$ cat config.mk
export PLATFORM = sky130hd
export DESIGN_NAME = four_bit_full_adder
export DESIGN_NICKNAME = d
export VERILOG_FILES = /design/src/rtl/four_bit_full_adder_pkg.sv /design/src/rtl/full_adder_bit.sv /design/src/rtl/four_bit_full_adder.sv
export SDC_FILE = /design/constraint.sdc
export NUM_CORES = 1
export LEC_CHECK = 0
export ABC_AREA = 0
export CELL_PAD_IN_SITES_DETAIL_PLACEMENT = 1
export CELL_PAD_IN_SITES_GLOBAL_PLACEMENT = 2
export CORE_MARGIN = 3
export CORE_UTILIZATION = 20
export CTS_BUF_LIST = sky130_fd_sc_hd__clkbuf_4 sky130_fd_sc_hd__clkbuf_8
export CTS_CLUSTER_DIAMETER = 30
export CTS_CLUSTER_SIZE = 16
export DETAILED_ROUTE_END_ITERATION = 8
export HOLD_SLACK_MARGIN = 0.02
export PLACE_DENSITY = 0.8
export SYNTH_ARGS = -nofsm -noshare
export SYNTH_HDL_FRONTEND = slang
export SYNTH_SLANG_ARGS = --single-unit
$ cat constraint.sdc
create_clock -name clk -period 2.2 [get_ports clk]
set_input_delay 0.44 -clock clk [delete_from_list [all_inputs] [get_ports clk]]
set_output_delay 0.44 -clock clk [all_outputs]
set_load 0.02 [all_outputs]
$ cat src/rtl/four_bit_full_adder_pkg.sv
// four_bit_full_adder_pkg: shared width constant and reference add model
//   WIDTH_DEFAULT : default operand/sum width
//   ref_add       : returns {overflow, c_out, sum} for a + b + c_in
package four_bit_full_adder_pkg;
    localparam int WIDTH_DEFAULT = 4;

    function automatic logic [WIDTH_DEFAULT+1:0] ref_add(
        input logic [WIDTH_DEFAULT-1:0] a,
        input logic [WIDTH_DEFAULT-1:0] b,
        input logic                     c_in
    );
        logic [WIDTH_DEFAULT:0] t;
        logic                   ovf;
        t   = {1'b0, a} + {1'b0, b} + {{WIDTH_DEFAULT{1'b0}}, c_in};
        // Signed overflow: operands share a sign that the result does not
        ovf = (a[WIDTH_DEFAULT-1] == b[WIDTH_DEFAULT-1]) && (t[WIDTH_DEFAULT-1] != a[WIDTH_DEFAULT-1]);
        return {ovf, t};
    endfunction
endpackage

$ cat src/rtl/full_adder_bit.sv
// full_adder_bit: 1-bit full-adder cell
//   a, b, cin : operand bits and carry-in
//   s, cout   : sum bit and carry-out
module full_adder_bit (
    input  logic a,
    input  logic b,
    input  logic cin,
    output logic s,
    output logic cout
);
    logic p;
    assign p    = a ^ b;
    assign s    = p ^ cin;
    assign cout = (a & b) | (cin & p);
endmodule

$ cat src/rtl/four_bit_full_adder.sv
// four_bit_full_adder: registered ripple-carry adder with valid and signed overflow
//   clk, rst        : clock, synchronous active-high reset
//   a, b, c_in      : operands and carry-in, qualified by in_valid
//   sum, c_out      : registered (a + b + c_in) and carry out of the MSB
//   overflow        : registered carry-into-MSB XOR carry-out-of-MSB
//   out_valid       : one-cycle pulse per new result
module four_bit_full_adder
    import four_bit_full_adder_pkg::*;
#(
    parameter int WIDTH = WIDTH_DEFAULT
) (
    input  logic             clk,
    input  logic             rst,
    input  logic [WIDTH-1:0] a,
    input  logic [WIDTH-1:0] b,
    input  logic             c_in,
    input  logic             in_valid,
    output logic [WIDTH-1:0] sum,
    output logic             c_out,
    output logic             overflow,
    output logic             out_valid
);
    logic [WIDTH:0]   c;
    logic [WIDTH-1:0] s;

    assign c[0] = c_in;

    for (genvar i = 0; i < WIDTH; i++) begin : g_cell
        full_adder_bit u_fa (
            .a   (a[i]),
            .b   (b[i]),
            .cin (c[i]),
            .s   (s[i]),
            .cout(c[i+1])
        );
    end

    // Result registers hold their value while in_valid is low
    always_ff @(posedge clk) begin
        if (rst) begin
            sum       <= '0;
            c_out     <= 1'b0;
            overflow  <= 1'b0;
            out_valid <= 1'b0;
        end else begin
            out_valid <= in_valid;
            if (in_valid) begin
                sum      <= s;
                c_out    <= c[WIDTH];
                overflow <= c[WIDTH] ^ c[WIDTH-1];
            end
        end
    end
endmodule

==> flow_summary.ini, run 1 <==
[synthesis]
synth.avg_cell_area_um2 = 10.96
synthCells = 33
netlist_area_um2 = 361.6
total_of_warnings_raised_by_yosys = 0
count_of_different_cell_masters_after_synthesis = 12
ff_latch_count_synth = 7
synth_fp_nets = 49
synth_seq_area_share = 0.3875

[sta]
timing.fmax_mhz = 469.2
clock-skew-final_ns = 0
setup_viol = 0
maxSlewHeadroom = 0.6901
slew_viol_final = 0
final_period_minus_worst_setup_slack_ns = 2.131
finalCritPeriodShare = 0.9687
worst_slack_ns = 0.06892
grt_setup_unrepaired = no
tightestPinTransition_ns = 0.4634
hold_violations = 0
hold_ws_ns = 0.4821
fin_tns_setup_ns = 0

[final_layout]
fillCellCount = 184
multi_input_area_um2 = 206.4
drive_gt1_frac = 0.3636
final_core_util = 0.3846
antenna_cells = 0
ff_latch_area_um2 = 140.1
mostFrequentLayoutCell = sky130_fd_sc_hd__clkdlybuf4s50_1
flow.area_growth_from_synthesis_pct = 69.55
layoutNonFillerInstCount = 79
design.final.nets = 72
mostFrequentLayoutCells = sky130_fd_sc_hd__clkdlybuf4s50_1, sky130_fd_sc_hd__dfxtp_1, sky130_fd_sc_hd__inv_2, sky130_fd_sc_hd__fa_2, sky130_fd_sc_hd__clkbuf_4
fin_area_um2 = 613.1

[global_routing]
global_route_total_usage_across_every_layer = 0.07811
largest_net_degree_at_the_start_of_global_routing = 11
number_of_global_route_vias_before_repair = 312
grt_first_pass_wirelength_um = 1359
grt_remaining_overflow = 0
number_of_antenna_violations_at_the_first_check_in_global_routing = 0

[die]
die_height_um = 48.52
die_width_um = 48.52
placement_rows = 14
core_footprint_um2 = 1594
ioPinCount = 19
die_area_um2 = 2354
initial_utilization = 0.2268

[clock_network]
insertion_delay_ns = 0.25
tritoncts = yes
cts_made_buffers = 3
clk_transition_reported_paths_ns = 0.05
clock_tree.htree_level_count = 1
clock_tree.buffer_depth = 2
clkSinkCount = 7
post_cts.repair.setup_buffers = 0
clockRootBuffer = sky130_fd_sc_hd__clkbuf_4

[placement]
place.detailed.hpwl_um = 658.1
place.gp.congestion = 0.5982
dpl_worst_slack_ns = -0.5704
place_inst = 75
numPortBuffers = 18
detailed_place.area_um2 = 570.5

[min_path]
min_path_cells = 2
hold_worst_path_end = c_out$_SDFFE_PP0P_
hold_path_startpoint = c_out$_SDFFE_PP0P_
hold_path_class = reg -> reg

[power_and_ir_drop]
internal-power_mw = 0.2822
peakVddDrop_mv = 0.1967
pwr-share-seq = 0.375
comb_power_share = 0.294
power.density_cell_area_nw_per_um2 = 629.2
p_sw_frac = 0.2685
clock_power_share = 0.331
totalPowerFinal_mw = 0.3858
power.leakage_nw = 0.2696
power.net_switching_mw = 0.1036

[setup_path]
worst_setup_path_end_kind = register
critical_path_arrival_ns = 2.27
start_kind = input port
critical_path_class = in -> reg
rr_worst_depth = 2
critical_path_peak_fanout = 2
reg2reg_from = overflow$_SDFFE_PP0P_
r2r-end = overflow$_SDFFE_PP0P_
reg2reg_setup_slack_ns = 1.48
critPathRequiredTime_ns = 2.34

[routing]
vias = 300
wl_per_cell_um = 10.51
first_pass_iters = 4
drt-initial-drc-count = 1
route.antenna.remaining_nets = 0
detail_route.wirelength_um = 830
routed_via_density = 3.797
detail_route.drc_violations = 0

[flow_run]
cap_viol_max_count = 0

[run_status]
status = complete, no violations
==> how the worst max path moves through the flow <==
| stage | from | endpoint | slack (ns) |
|---|---|---|---|
| after floorplan | a[0] | sum[3]$_SDFFE_PP0P_ | 0.02 |
| after global placement | a[0] | sum[3]$_SDFFE_PP0P_ | -0.52 |
| after detailed placement | a[0] | sum[3]$_SDFFE_PP0P_ | -0.57 |
| after CTS | a[0] | sum[3]$_SDFFE_PP0P_ | 0.002 |
| after global routing | b[0] | sum[3]$_SDFFE_PP0P_ | 0.008 |
| final | b[1] | overflow$_SDFFE_PP0P_ | 0.07 |
==> power groups by stage <==
stage | Combinational, mW | Sequential [mW] | Clock, mW
floorplan | 0.0376 | 0.161 | 0
global placement | 0.105 | 0.147 | 0
detailed placement | 0.108 | 0.147 | 0
CTS | 0.113 | 0.145 | 0.134
global route | 0.125 | 0.146 | 0.139
finish | 0.113 | 0.145 | 0.128
==> per-layer routing <==
metal  global-route usage  vias to the layer above  wire, um
li1                     -                      147         -
met1              0.08801                      137       353
met2               0.1239                       12       395
met3              0.01534                        4        54
met4              0.07109                        0        27
met5                    0                        -         0
==> worst max-delay path, cell delays in order <==
cell and delay [ns]:
sky130_fd_sc_hd__clkdlybuf4s50_1 0.45, sky130_fd_sc_hd__inv_1 0.05, sky130_fd_sc_hd__fa_2 0.35, sky130_fd_sc_hd__inv_2 0.06
sky130_fd_sc_hd__fa_2 0.19, sky130_fd_sc_hd__inv_2 0.04, sky130_fd_sc_hd__fa_2 0.36, sky130_fd_sc_hd__xnor2_2 0.15
sky130_fd_sc_hd__a21o_1 0.18
==> registers in the layout (all words and copies together) (netlist names) <==
| signal | cells |
|---|---|
| c_out | 1 |
| out_valid | 1 |
| overflow | 1 |
| sum | 4 |
==> logic make-up (layout without fill, tap and decap cells) <==
family / after synthesis / in the layout / synth area share
adders and majority gates: 4 / 4 / 0.2215
xor gates and xnor gates: 1 / 1 / 0.02423
and+or+nand+nor: 7 / 7 / 0.1246
buffers and inverters: 8 / 30 / 0.1038
DFF: 7 / 7 / 0.3875
AOI/OAI and AO/OA: 4 / 4 / 0.08305
muxes: 2 / 2 / 0.05537
==> synthesized netlist by cell type <==
master / count / area share
sky130_fd_sc_hd__dfxtp_1: 7 / 0.39
sky130_fd_sc_hd__inv_1: 7 / 0.073
sky130_fd_sc_hd__fa_1: 4 / 0.22
sky130_fd_sc_hd__a211oi_1: 3 / 0.062
sky130_fd_sc_hd__nor2_1: 3 / 0.031
sky130_fd_sc_hd__mux2i_1: 2 / 0.055
sky130_fd_sc_hd__nor2_2: 2 / 0.035
sky130_fd_sc_hd__a21o_1: 1 / 0.021
sky130_fd_sc_hd__buf_6: 1 / 0.031
sky130_fd_sc_hd__nor2b_4: 1 / 0.038
sky130_fd_sc_hd__nor3b_1: 1 / 0.021
sky130_fd_sc_hd__xnor2_1: 1 / 0.024
==> layout make-up <==
| type | instances | area share |
|---|---|---|
| Clock buffer | 4 | 0.04898 |
| Inverter | 7 | 0.04286 |
| Multi-Input combinational cell | 18 | 0.3367 |
| Sequential cell | 7 | 0.2286 |
| Tap cell | 24 | 0.04898 |
| Timing Repair Buffer | 19 | 0.2939 |
==> timing repair <==
| item | in CTS | in global routing |
|---|---|---|
| hold buffers | 0 | 0 |
| gates resized for setup | 14 | 5 |
| setup endpoints to repair | 3 | 2 |
| pin swaps | 5 | 5 |
No activity file was read; power rests on OpenSTA's default activity.
==> run 2, diff against run 1 <==
--- a/config.mk
+++ b/config.mk
@@ -5,17 +5,17 @@
 export SDC_FILE = /design/constraint.sdc
 export NUM_CORES = 1
 export LEC_CHECK = 0
-export ABC_AREA = 0
+export ABC_AREA = 1
 export CELL_PAD_IN_SITES_DETAIL_PLACEMENT = 1
 export CELL_PAD_IN_SITES_GLOBAL_PLACEMENT = 2
 export CORE_MARGIN = 3
-export CORE_UTILIZATION = 20
+export CORE_UTILIZATION = 18
 export CTS_BUF_LIST = sky130_fd_sc_hd__clkbuf_4 sky130_fd_sc_hd__clkbuf_8
 export CTS_CLUSTER_DIAMETER = 30
 export CTS_CLUSTER_SIZE = 16
 export DETAILED_ROUTE_END_ITERATION = 8
 export HOLD_SLACK_MARGIN = 0.02
-export PLACE_DENSITY = 0.8
+export PLACE_DENSITY = 0.79
 export SYNTH_ARGS = -nofsm -noshare
 export SYNTH_HDL_FRONTEND = slang
 export SYNTH_SLANG_ARGS = --single-unit
==> flow_summary.ini, run 2 <==
[global_routing]
global_route_total_usage_across_every_layer = 0.07819
number_of_antenna_violations_at_the_first_check_in_global_routing = 0
grt_first_pass_wirelength_um = 1449
largest_net_degree_at_the_start_of_global_routing = 12
grt_remaining_overflow = 0
number_of_global_route_vias_before_repair = 327

[final_layout]
drive_gt1_frac = 0.2537
largest-register = sum
antenna_cells = 0
flow.area_growth_from_synthesis_pct = 65.65
layoutNonFillerInstCount = 92
largest_register_ffs = 4
final_core_util = 0.3347
mostFrequentLayoutCells = sky130_fd_sc_hd__clkdlybuf4s50_1, sky130_fd_sc_hd__nor2_1, sky130_fd_sc_hd__nand2_1, sky130_fd_sc_hd__dfxtp_1, sky130_fd_sc_hd__inv_1
design.final.nets = 84
mostFrequentLayoutCell = sky130_fd_sc_hd__clkdlybuf4s50_1

[setup_path]
critical_path_cell_by_cell = clkdlybuf4s50_1, inv_1, fa_2, inv_2, fa_2, inv_2, fa_2, nand2_1, nand2_1, nor2_1
max_stage_delay_on_crit_path_ns = 0.50
reg2reg_setup_slack_ns = 1.55
rr_worst_depth = 2
cell_repeated_most_along_the_worst_path = sky130_fd_sc_hd__fa_2
critPathCapture = sum[3]$_SDFFE_PP0P_
critical_path_class = in -> reg
cp.buffers_inverters = 4
cell_family_with_most_cp_delay = adder cells
reg2reg_from = overflow$_SDFFE_PP0P_
r2r-end = overflow$_SDFFE_PP0P_
worst_setup_path_end_kind = register
critical_path_cell_count = 10
critical_path_peak_fanout = 2
start_kind = input port
critical_path_arrival_ns = 2.27
critPathRequiredTime_ns = 2.34
worstSetupStartpoint = a[1]
cp_slowest_cell = sky130_fd_sc_hd__fa_2

[synthesis]
number_of_flops_mapped_to_enable_cells_by_yosys = 0
most_used_standard_cell_by_instance_count_after_synthesis = sky130_fd_sc_hd__nor2_1
synth_top_cell_area_share = 0.3810
synth_top_area_cell = sky130_fd_sc_hd__dfxtp_1
synth.area.top_cells = sky130_fd_sc_hd__dfxtp_1, sky130_fd_sc_hd__fa_1, sky130_fd_sc_hd__nor2_1
synth_common_cells = sky130_fd_sc_hd__nor2_1, sky130_fd_sc_hd__inv_1, sky130_fd_sc_hd__dfxtp_1, sky130_fd_sc_hd__nand2_1, sky130_fd_sc_hd__fa_1
synth_fp_nets = 61
flip_flop_cell_with_the_highest_count_after_synthesis = sky130_fd_sc_hd__dfxtp_1
synth.avg_cell_area_um2 = 8.175
total_of_warnings_raised_by_yosys = 0
synthCells = 45
synth_seq_area_share = 0.3810
ff_latch_count_synth = 7
ys_async_sr_fraction = 0
count_of_different_cell_masters_after_synthesis = 8
netlist_area_um2 = 367.9

[sta]
hold_violations = 0
grt_setup_unrepaired = no
maxSlewHeadroom = 0.7385
timing.fmax_mhz = 469.8
final_period_minus_worst_setup_slack_ns = 2.128
clock-skew-final_ns = 0
finalCritPeriodShare = 0.9675
tightestPinTransition_ns = 0.3910
fin_tns_setup_ns = 0
slew_viol_final = 0
setup_viol = 0

[die]
die_height_um = 51.21
ioPinCount = 19
initial_utilization = 0.2021
core_footprint_um2 = 1821
die_width_um = 51.21
placement_rows = 15
die_area_um2 = 2622

[min_path]
hold_path_class = reg -> reg

[routing]
detail_route.wirelength_um = 896
route.antenna.remaining_nets = 0
detail_route.drc_violations = 0
routed_via_density = 3.674
first_pass_iters = 2
wl_per_cell_um = 9.739
drt-initial-drc-count = 2
vias = 338

[placement]
place.detailed.hpwl_um = 734.4
place.gp.congestion = 0.6430
place_inst = 87
numPortBuffers = 18

[clock_network]
clockRootBuffer = sky130_fd_sc_hd__clkbuf_4
clock_tree.htree_level_count = 1
clock_tree.buffer_depth = 2
insertion_delay_ns = 0.24
clk_transition_reported_paths_ns = 0.05
cts_made_buffers = 3
tritoncts = yes
clkSinkCount = 7

[power_and_ir_drop]
power.leakage_nw = 0.2817
power.density_cell_area_nw_per_um2 = 613.6
peakVddDrop_mv = 0.2316

[run_status]
status = complete, no violations

[flow_run]
cap_viol_max_count = 0
run 2: cell types whose count changed in the layout (fill, tap and decap cells not counted), moves of 2 or more:
cell,change
sky130_fd_sc_hd__a211oi_1,-2
sky130_fd_sc_hd__inv_1,+2
sky130_fd_sc_hd__mux2i_1,-2
sky130_fd_sc_hd__nand2_1,+7
sky130_fd_sc_hd__nor2_1,+10
sky130_fd_sc_hd__nor2_2,-2
sky130_fd_sc_hd__o21ai_0,+3
run 2: kinds of logic (layout without fill, tap and decap cells):
kind of cell,count (synthesis),count (layout),synth area share
DFF,7,7,0.3809
and+or+nand+nor,21,21,0.2381
adders and majority gates,4,4,0.2177
AOI/OAI and AO/OA,3,3,0.04080
buffers and inverters,10,32,0.1224
run 2: metal layers:
| layer | share of wire | global-route usage | vias to the layer above |
|---|---|---|---|
| met5 | 0 | 0 | - |
| met4 | 0 | 0.01345 | 0 |
| met3 | 0.076 | 0.05831 | 0 |
| met2 | 0.49 | 0.1202 | 11 |
| met1 | 0.44 | 0.08703 | 153 |
| li1 | - | - | 174 |
run 2: area by class of cell:
type                    instances  area (um^2)
well taps                      25        31.28
flip-flops and latches          7        140.1
inverters                       9        33.78
repair buffers                 19        181.4
multi-input cells              28        192.7
fillers                       226         1211
clock buffers                   4        30.03
run 2: worst min path at each step:
stage	start	to	slack [ns]	cells past startpoint
global placement	sum[3]$_SDFFE_PP0P_	sum[3]$_SDFFE_PP0P_	0.46	2
detailed placement	sum[3]$_SDFFE_PP0P_	sum[3]$_SDFFE_PP0P_	0.46	2
global route	sum[3]$_SDFFE_PP0P_	sum[3]$_SDFFE_PP0P_	0.49	2
finish	sum[3]$_SDFFE_PP0P_	sum[3]$_SDFFE_PP0P_	0.47	2
CTS	sum[3]$_SDFFE_PP0P_	sum[3]$_SDFFE_PP0P_	0.47	2
floorplan	rst	sum[1]$_SDFFE_PP0P_	0.51	1
run 2: where the power goes:
| part | switching, mW | internal, mW |
|---|---|---|
| Sequential | 0.00475 | 0.138 |
| Combinational | 0.0500 | 0.0548 |
| Clock | 0.0449 | 0.0814 |
run 2: metrics by stage:
| stage | hold WS, ns | power [mW] | setup WS, ns | area (um^2) |
|---|---|---|---|---|
| global placement | 0.4570 | 0.2457 | -0.5223 | 568.0 |
| CTS | 0.4709 | 0.3809 | 0.005630 | 608.1 |
| finish | 0.4704 | 0.3739 | 0.07161 | 609.3 |
| global route | 0.4854 | 0.4114 | 0.02573 | 609.3 |
| floorplan | 0.5095 | 0.1967 | 0.01794 | 367.9 |
| detailed placement | 0.4643 | 0.2473 | -0.5633 | 568.0 |
run 2: worst reg2reg max path, cell delays in order (launching register included):
cell,delay [ns]
sky130_fd_sc_hd__dfxtp_1,0.30
sky130_fd_sc_hd__o21ai_0,0.17
sky130_fd_sc_hd__nor2_1,0.07
run 2: what timing repair did:
action | CTS | global route
buffers inserted | 0 | 1
hold buffers | 0 | 0
gates resized for setup | 13 | 5
setup endpoints to repair | 3 | 2
pin swaps | 3 | 4
==> run 3, diff against run 2 <==
--- a/config.mk
+++ b/config.mk
@@ -9,13 +9,13 @@
 export CELL_PAD_IN_SITES_DETAIL_PLACEMENT = 1
 export CELL_PAD_IN_SITES_GLOBAL_PLACEMENT = 2
 export CORE_MARGIN = 3
-export CORE_UTILIZATION = 18
+export CORE_UTILIZATION = 20
 export CTS_BUF_LIST = sky130_fd_sc_hd__clkbuf_4 sky130_fd_sc_hd__clkbuf_8
 export CTS_CLUSTER_DIAMETER = 30
 export CTS_CLUSTER_SIZE = 16
 export DETAILED_ROUTE_END_ITERATION = 8
 export HOLD_SLACK_MARGIN = 0.02
-export PLACE_DENSITY = 0.79
+export PLACE_DENSITY = 0.82
 export SYNTH_ARGS = -nofsm -noshare
 export SYNTH_HDL_FRONTEND = slang
 export SYNTH_SLANG_ARGS = --single-unit
==> constraint.sdc (replaced) <==
create_clock -name clk -period 2.09 [get_ports clk]
set_input_delay 0.418 -clock clk [delete_from_list [all_inputs] [get_ports clk]]
set_output_delay 0.418 -clock clk [all_outputs]
set_load 0.02 [all_outputs]
==> flow_summary.ini, run 3 (synthesis results as in run 2) <==
[clock_network]
clock_tree.buffer_depth = 2
clk_transition_reported_paths_ns = 0.05
post_cts.repair.setup_buffers = 0
clkSinkCount = 7
cts_made_buffers = 3
clockRootBuffer = sky130_fd_sc_hd__clkbuf_4
clock_tree.htree_level_count = 1
tritoncts = yes
insertion_delay_ns = 0.25

[placement]
detailed_place.area_um2 = 569.3
numPortBuffers = 18
place.gp.congestion = 0.6695
dpl_worst_slack_ns = -0.6062
place.detailed.hpwl_um = 789.4

[setup_path]
critical_path_cell_count = 11
cell_family_with_most_cp_delay = adder cells
critical_path_arrival_ns = 2.23
critical_path_cell_by_cell = buf_6, fa_2, inv_2, fa_2, inv_2, fa_2, inv_2, fa_2, nand2_1, nand2_1, nor2_1
cp.buffers_inverters = 4
critical_path_peak_fanout = 3
cp_slowest_cell = sky130_fd_sc_hd__fa_2
start_kind = input port
critical_path_class = in -> reg
reg2reg_from = overflow$_SDFFE_PP0P_
r2r-end = overflow$_SDFFE_PP0P_
max_stage_delay_on_crit_path_ns = 0.42
cell_repeated_most_along_the_worst_path = sky130_fd_sc_hd__fa_2
critPathCapture = sum[3]$_SDFFE_PP0P_
critPathRequiredTime_ns = 2.28
worstSetupStartpoint = b[0]
rr_worst_depth = 2
worst_setup_path_end_kind = register
reg2reg_setup_slack_ns = 1.45

[sta]
clock-skew-final_ns = 0
setup_viol = 0
tightestPinTransition_ns = 0.3572
maxSlewHeadroom = 0.7611
timing.fmax_mhz = 489.6
hold_violations = 0
final_period_minus_worst_setup_slack_ns = 2.042
finalCritPeriodShare = 0.9772
slew_viol_final = 0
fin_tns_setup_ns = 0
grt_setup_unrepaired = yes
worst_slack_ns = 0.04767

[routing]
vias = 341
drt-initial-drc-count = 1
routed_via_density = 3.789
route.antenna.remaining_nets = 0
wl_per_cell_um = 10.49
detail_route.wirelength_um = 944
detail_route.drc_violations = 0
first_pass_iters = 3

[global_routing]
number_of_antenna_violations_at_the_first_check_in_global_routing = 0
grt_first_pass_wirelength_um = 1628
largest_net_degree_at_the_start_of_global_routing = 12
number_of_global_route_vias_before_repair = 378
global_route_total_usage_across_every_layer = 0.08986
grt_remaining_overflow = 0

[die]
placement_rows = 14
initial_utilization = 0.2283
die_area_um2 = 2390
ioPinCount = 19
core_footprint_um2 = 1612
die_width_um = 48.89
die_height_um = 48.89

[min_path]
min_path_cells = 2
hold_path_class = reg -> reg

[final_layout]
fin_area_um2 = 601.8
design.final.nets = 83
largest-register = sum
antenna_cells = 0
largest_register_ffs = 4
mostFrequentLayoutCells = sky130_fd_sc_hd__nor2_1, sky130_fd_sc_hd__clkdlybuf4s50_1, sky130_fd_sc_hd__nand2_1, sky130_fd_sc_hd__dfxtp_1, sky130_fd_sc_hd__inv_1
drive_gt1_frac = 0.2424
final_core_util = 0.3734
flow.area_growth_from_synthesis_pct = 63.61

[flow_run]
cap_viol_max_count = 0

[run_status]
status = complete, no violations

[power_and_ir_drop]
power.density_cell_area_nw_per_um2 = 661.8
peakVddDrop_mv = 0.2346
power.leakage_nw = 0.2734
-- run 3: cell types whose count changed in the layout (fill, tap and decap cells not counted), sizes merged --
cell,before,now
clkdlybuf4s50,14,13
dlygate4sd2,0,2
clkbuf,6,4
dlymetal6s2s,1,0
clkdlybuf4s15,1,0
buf,1,3
-- run 3: worst min path at each step --
stage               slack (ns)             endpoint                 from
CTS                       0.47   c_out$_SDFFE_PP0P_   c_out$_SDFFE_PP0P_
detailed placement        0.47   c_out$_SDFFE_PP0P_   c_out$_SDFFE_PP0P_
global placement          0.46  sum[3]$_SDFFE_PP0P_  sum[3]$_SDFFE_PP0P_
global route              0.52   c_out$_SDFFE_PP0P_   c_out$_SDFFE_PP0P_
floorplan                 0.49  sum[1]$_SDFFE_PP0P_                  rst
finish                    0.47   c_out$_SDFFE_PP0P_   c_out$_SDFFE_PP0P_
-- run 3: where the power goes --
group	leakage (nW)	internal (mW)	switching, mW
Clock	0.0184	0.0860	0.0526
Combinational	0.197	0.0568	0.0527
Sequential	0.0582	0.145	0.00492
-- run 3: per-layer routing --
| metal | vias to the layer above | share of wire | global-route usage |
|---|---|---|---|
| li1 | 170 | - | - |
| met1 | 161 | 0.40 | 0.09142 |
| met2 | 10 | 0.55 | 0.1652 |
| met3 | 0 | 0.055 | 0.04587 |
| met4 | 0 | 0 | 0.01422 |
| met5 | - | 0 | 0 |
-- run 3: final cells by class --
type                       instances  area [um^2]
fill                             209         1010
multi-input combinational         28        192.7
timing repair buffer              18        175.2
sequential                         7        140.1
inverter                           9        33.78
clock buffer                       4        30.03
tap                               24        30.03
-- run 3: what timing repair did --
item                                    in CTS  in global routing
hold buffers                                 0                  0
cloned                                       0                  0
pin swaps                                    6                  6
gates resized for setup                     21                  1
endpoints found under the setup margin       3                  1
-- run 3: per-stage QoR --
step | cells | hold slack (ns) | total power [mW]
floorplan | 45 | 0.4875 | 0.2081
global placement | 86 | 0.4606 | 0.2604
detailed placement | 86 | 0.4660 | 0.2638
CTS | 90 | 0.4735 | 0.4090
global route | 90 | 0.5226 | 0.4286
finish | 90 | 0.4696 | 0.3983
-- run 3: worst reg2reg max path, stage by stage, from the launching register on --
cell and delay, ns:
sky130_fd_sc_hd__dfxtp_1 0.30, sky130_fd_sc_hd__o21ai_0 0.16, sky130_fd_sc_hd__nor2_1 0.07
